**config.mk**
```make
export PLATFORM = sky130hd
export DESIGN_NAME = cvsd_integrator_flat
export DESIGN_NICKNAME = d
export VERILOG_FILES = /design/src/rtl/cvsd_integrator_if.sv /design/src/rtl/cvsd_integrator.sv /design/src/flat_wrapper.sv
export SDC_FILE = /design/constraint.sdc
export NUM_CORES = 1
export LEC_CHECK = 0
export CAP_MARGIN = 10
export CELL_PAD_IN_SITES_DETAIL_PLACEMENT = 1
export CELL_PAD_IN_SITES_GLOBAL_PLACEMENT = 2
export CORE_MARGIN = 5
export CORE_UTILIZATION = 36
export DETAILED_ROUTE_END_ITERATION = 8
export GPL_TIMING_DRIVEN = 0
export PLACE_DENSITY_LB_ADDON = 0.1
export SLEW_MARGIN = 5
export SYNTH_ARGS = -nofsm -noshare
export SYNTH_HDL_FRONTEND = slang
export SYNTH_SLANG_ARGS = --single-unit
```
**constraint.sdc**
```tcl
create_clock -name CLOCK_DIV -period 4 [get_ports CLOCK_DIV]
set_clock_uncertainty 0.1 [all_clocks]
set_input_delay 0.8 -clock CLOCK_DIV [delete_from_list [all_inputs] [get_ports CLOCK_DIV]]
set_output_delay 0.8 -clock CLOCK_DIV [all_outputs]
set_load 0.02 [all_outputs]
```
**src/rtl/cvsd_integrator_if.sv**
```systemverilog
// cvsd_integrator_if: delta/run-detect inputs and reconstructed-sample outputs of the CVSD integrator
interface cvsd_integrator_if #(
    parameter int DATA_W = 12,
    parameter int STEP_W = 10
);
    logic                     V2;
    logic                     V3;
    logic                     MUTE;
    logic signed [DATA_W-1:0] EST;
    logic [STEP_W-1:0]        STEP;
    logic                     VALID;
    logic                     SAT;
    modport master (output V2, V3, MUTE, input EST, STEP, VALID, SAT);
    modport slave  (input V2, V3, MUTE, output EST, STEP, VALID, SAT);
endinterface

```
**src/rtl/cvsd_integrator.sv**
```systemverilog
// cvsd_integrator: syllabic step adaptation plus leaky, saturating integration of the CVSD delta stream
module cvsd_integrator #(
    parameter int DATA_W      = 12,
    parameter int STEP_W      = 10,
    parameter int STEP_MIN    = 8,
    parameter int STEP_MAX    = 512,
    parameter int STEP_INC    = 32,
    parameter int DECAY_SHIFT = 3,
    parameter int LEAK_SHIFT  = 5,
    parameter int WARMUP      = 4
) (
    input logic             CLOCK_DIV,
    input logic             RESET,
    cvsd_integrator_if.slave bus
);
    typedef enum logic {WARM, RUN} state_t;
    localparam int CNT_W = WARMUP > 2 ? $clog2(WARMUP) : 1;
    localparam logic [STEP_W:0] S_MIN = (STEP_W+1)'(STEP_MIN);
    localparam logic [STEP_W:0] S_MAX = (STEP_W+1)'(STEP_MAX);
    localparam logic [STEP_W:0] S_INC = (STEP_W+1)'(STEP_INC);
    localparam logic signed [DATA_W+1:0] T_MAX = (DATA_W+2)'(2**(DATA_W-1)-1);
    localparam logic signed [DATA_W+1:0] T_MIN = -T_MAX - 1;
    localparam logic [CNT_W-1:0] CNT_LAST = CNT_W'(WARMUP-1);
    logic signed [DATA_W-1:0] est_q, est_d;
    logic [STEP_W-1:0]        step_q, step_d;
    logic                     sat_q, sat_d;
    logic [CNT_W-1:0]         cnt_q, cnt_d;
    state_t                   state_q, state_d;
    logic [STEP_W:0]          s_up, s_dn;
    logic signed [DATA_W+1:0] e_x, d_x, t;
    // Widened arithmetic keeps the step sum and the estimate update from wrapping before the clamps.
    always_comb begin
        s_up    = {1'b0, step_q} + S_INC;
        s_dn    = {1'b0, step_q} - ({1'b0, step_q} >> DECAY_SHIFT);
        e_x     = (DATA_W+2)'(est_q);
        d_x     = signed'((DATA_W+2)'(step_q));
        t       = e_x + (bus.V2 ? d_x : -d_x) - (e_x >>> LEAK_SHIFT);
        est_d   = t > T_MAX ? T_MAX[DATA_W-1:0] : t < T_MIN ? T_MIN[DATA_W-1:0] : t[DATA_W-1:0];
        sat_d   = t > T_MAX || t < T_MIN;
        step_d  = STEP_W'(bus.V3 ? (s_up > S_MAX ? S_MAX : s_up) : (s_dn < S_MIN ? S_MIN : s_dn));
        cnt_d   = state_q == WARM ? cnt_q + 1'b1 : cnt_q;
        state_d = state_q == WARM && cnt_q == CNT_LAST ? RUN : state_q;
        if (bus.MUTE) begin
            est_d   = '0;
            step_d  = STEP_W'(STEP_MIN);
            sat_d   = 1'b0;
            cnt_d   = '0;
            state_d = WARM;
        end
    end
    always_ff @(posedge CLOCK_DIV or negedge RESET) begin
        if (!RESET) begin
            est_q   <= '0;
            step_q  <= STEP_W'(STEP_MIN);
            sat_q   <= 1'b0;
            cnt_q   <= '0;
            state_q <= WARM;
        end else begin
            est_q   <= est_d;
            step_q  <= step_d;
            sat_q   <= sat_d;
            cnt_q   <= cnt_d;
            state_q <= state_d;
        end
    end
    assign bus.EST   = est_q;
    assign bus.STEP  = step_q;
    assign bus.SAT   = sat_q;
    assign bus.VALID = state_q == RUN;
endmodule

```
**src/flat_wrapper.sv**
```systemverilog
// flat-port wrapper written by rule: the top's interface ports become plain ports
module cvsd_integrator_flat 
#(
    parameter int DATA_W      = 12,
    parameter int STEP_W      = 10,
    parameter int STEP_MIN    = 8,
    parameter int STEP_MAX    = 512,
    parameter int STEP_INC    = 32,
    parameter int DECAY_SHIFT = 3,
    parameter int LEAK_SHIFT  = 5,
    parameter int WARMUP      = 4
)
  (CLOCK_DIV, RESET, bus_V2, bus_V3, bus_MUTE, bus_EST, bus_STEP, bus_VALID, bus_SAT);
  cvsd_integrator_if #(.DATA_W(DATA_W), .STEP_W(STEP_W)) bus_i ();
  input logic CLOCK_DIV;
  input logic RESET;
  input wire logic [$bits(bus_i.V2)-1:0] bus_V2;
  input wire logic [$bits(bus_i.V3)-1:0] bus_V3;
  input wire logic [$bits(bus_i.MUTE)-1:0] bus_MUTE;
  output wire logic [$bits(bus_i.EST)-1:0] bus_EST;
  output wire logic [$bits(bus_i.STEP)-1:0] bus_STEP;
  output wire logic [$bits(bus_i.VALID)-1:0] bus_VALID;
  output wire logic [$bits(bus_i.SAT)-1:0] bus_SAT;
  assign bus_i.V2 = bus_V2;
  assign bus_i.V3 = bus_V3;
  assign bus_i.MUTE = bus_MUTE;
  assign bus_EST = bus_i.EST;
  assign bus_STEP = bus_i.STEP;
  assign bus_VALID = bus_i.VALID;
  assign bus_SAT = bus_i.SAT;
  cvsd_integrator #(.DATA_W(DATA_W), .STEP_W(STEP_W), .STEP_MIN(STEP_MIN), .STEP_MAX(STEP_MAX), .STEP_INC(STEP_INC), .DECAY_SHIFT(DECAY_SHIFT), .LEAK_SHIFT(LEAK_SHIFT), .WARMUP(WARMUP)) u_core (.CLOCK_DIV(CLOCK_DIV), .RESET(RESET), .bus(bus_i));
endmodule
```
==> impl_results.md <==
- Startpoint types: input port
- DIE AREA: 9800 sq um
- Site Rows: 32
- H-tree Lvls: 1
- Synth Instances: 316
- Most frequent cells in the layout: nor2_1, inv_1, clkdlybuf4s50_1
- Synth Register Bits: 26
- GRT Util Overall: 16.8%
- Final Wtd Congestion: 0.790
- Synthesized area: 2850 sq um
- RSZ-0062 raised after global routing: false
- Mapped Avg Cell Area: 9.02 sq um
- Total DRC errors in the routed layout: 0
- Syn_nets: 362
- Total Nets Final: 402
- Die Y: 99.0 microns
- HPWL after DPL: 6.25 mm
- Remaining antenna violation count: 0
- Max-cap violations: 0
- Least-Margin Pin Slew: 0.632 ns
- CTS tree: built
- Drt first-iter violations: 29
- Num CTS Buffers: 3
- Initial antenna violation count: 0
- Sequential area share after synthesis: 22.9%
- CP top delay family: compound AO/OA/AOI/OAI gates
- Synth-to-Final Area Change: 25.0%
- Status: finished clean
- Core Region: 7730 sq um
- Maximum number of pins on one net before global-route repair: 27
- Number of enable flip-flop cells after synthesis: 0
- WS Path Type: input port to flip-flop
- Setup Viol. Count Final: 0
- Share of layout cells above drive strength 1: 21.4%
- Slew Viols, Final: 0
- Clk root buf: clkbuf_8
- Worst path slowest cell: fa_1
- Worst path max stage delay: 0.52 ns
- First-pass DRT Iterations: 4
- Synth warnings: 0
- Hold Crit Class: input port to asynchronous set/reset pin
- Most common cell after layout, fill and taps aside: nor2_1
- Clk pin slew, worst setup/hold paths: 0.10 ns
- Post-DR vias/cell: 5.21
- Routed len/inst: 17.4 microns
- Cell Chain, Critical Path: dlygate4sd2_1, clkbuf_8, mux2_4, fa_1, ha_4, nand3_2, a2111oi_4, o21ai_2, a21oi_4, xnor2_4, nor2_4, buf_6, o31ai_2
- Slew HR: 57.9%
- Port bufs: 27
- Routed vias: 2382
- Crit share post-route: 97.3%
- First-pass GRT wire length: 13.3 mm
- Fmax: 257 MHz
- Vias in the first global route: 2573
- Data arrival time of the critical path: 3.97 ns
- WP buf/inv: 3
- # IOs: 29
- DIE WIDTH: 99.0 microns
- Clk Latency, worst-skew pair: 0.28 ns
- Tmin final: 3.89 ns
- Critical Path RT: 4.08 ns
- Clock sinks: 26
- Final Hold Fails: 0
- Routed WL: 7.97 mm
- Setup slack after layout: 0.109 ns
- ANT cells: 0
- Top FF cell, synth: dfrtp_1
- GRT overflow: 0
- Critical Path Sink Type: flip-flop
- Post-Place Worst Slack: -0.982 ns
- Async S/R FF share, synth: 100%
- Synth cell types: 58
- Starting Density: 36.9%
- CTS max path bufs: 2
- Crit-path max FO: 7
[layout make-up]
| type | instances | area (sq um) |
|---|---|---|
| inverters | 29 | 109 |
| fillers | 884 | 4160 |
| repair buffers | 35 | 324 |
| flip-flops and latches | 26 | 658 |
| multi-input cells | 250 | 2190 |
| clock inverters | 1 | 30.0 |
| plain buffers | 11 | 82.6 |
| well taps | 102 | 128 |
| clock buffers | 3 | 41.3 |
[kinds of logic (layout without fill, tap and decap cells)]
group,count (synthesis),count (layout),share of synthesized area [%]
muxes,4,4,1.45
adders and majority gates,41,41,21.2
buffers and inverters,40,79,6.32
xor gates and xnor gates,29,29,9.17
and+or+nand+nor,86,86,15.1
DFF,26,26,22.9
AOI/OAI and AO/OA,90,90,24.0
[synth_stat cells, drive strengths merged, types with 2 or more instances]
cell / count / area share (%)
a211o: 2 / 0.61
a21o: 5 / 1.3
a21oi: 27 / 5.7
a31oi: 7 / 1.8
a32o: 2 / 0.70
and2: 3 / 0.66
and3: 3 / 0.83
buf: 4 / 1.6
clkbuf: 7 / 0.92
dfrtp: 25 / 22
fa: 12 / 8.4
ha: 29 / 13
inv: 29 / 3.8
mux2i: 3 / 1.1
nand2: 13 / 1.7
nand2b: 3 / 0.66
nand3: 9 / 1.9
nor2: 34 / 4.7
nor3: 9 / 1.8
nor4: 2 / 0.44
o211ai: 3 / 0.97
o21a: 2 / 0.53
o21ai: 22 / 4.5
o2bb2ai: 3 / 0.92
o31ai: 7 / 2.9
o41ai: 2 / 0.88
or2: 2 / 0.44
or3: 4 / 0.88
xnor2: 17 / 5.5
xor2: 12 / 3.7
[worst paths after layout]
check,start,end,slack (ns),cells after the start
hold / removal,RESET,u_core.bus.STEP[9]$_DFF_PN0_,0.43,1
hold reg to reg,u_core.cnt_q[1]$_DFFE_PN0P_,u_core.cnt_q[1]$_DFFE_PN0P_,0.46,2
setup / recovery,bus_V2,u_core.bus.EST[5]$_DFF_PN0_,0.11,13
setup reg to reg,u_core.bus.STEP[0]$_DFFE_PN0P_,u_core.bus.EST[5]$_DFF_PN0_,0.21,15
max in group asynchronous,RESET,u_core.bus.STEP[2]$_DFFE_PN0P_,2.91,1
min in group CLOCK_DIV,u_core.cnt_q[1]$_DFFE_PN0P_,u_core.cnt_q[1]$_DFFE_PN0P_,0.46,2
[layer usage]
metal | routed length (microns) | track usage, % | vias up
met5 | 0 | 0 | -
met4 | 78 | 3.99 | 0
met3 | 81 | 0.778 | 4
met2 | 4170 | 30.3 | 12
met1 | 3640 | 21.9 | 1174
li1 | - | - | 1192
[through the flow]
stage                     hold slack [ns]  cell area [sq um]  utilization [%]  cells  TNS [ns]
after floorplan                     0.393               2850                -    316         0
after global routing                0.478               3560             46.1    457         0
after global placement              0.410               3250             42.0    445    -11.01
after detailed placement            0.446               3240             42.0    445    -11.74
after CTS                           0.450               3480             45.1    455         0
final                               0.427               3560             46.1    457         0
[registers in the layout, indices dropped and copies added, names as in the netlist]
signal,flops
u_core.cnt_q,2
u_core.bus.VALID,1
u_core.bus.SAT,1
u_core.bus.EST,12
u_core.bus.STEP,10
[timing repair]
action                                  4_1_cts  5_1_grt
hold buffers                                  0        0
gates cloned                                  1        0
resized for setup                            21       17
pin swaps                                    12       13
buffers inserted                              5        2
endpoints found under the setup margin       13       12
Power is not shown: default switching activity piles up to over one toggle a cycle in this logic, so the estimate is an artifact.
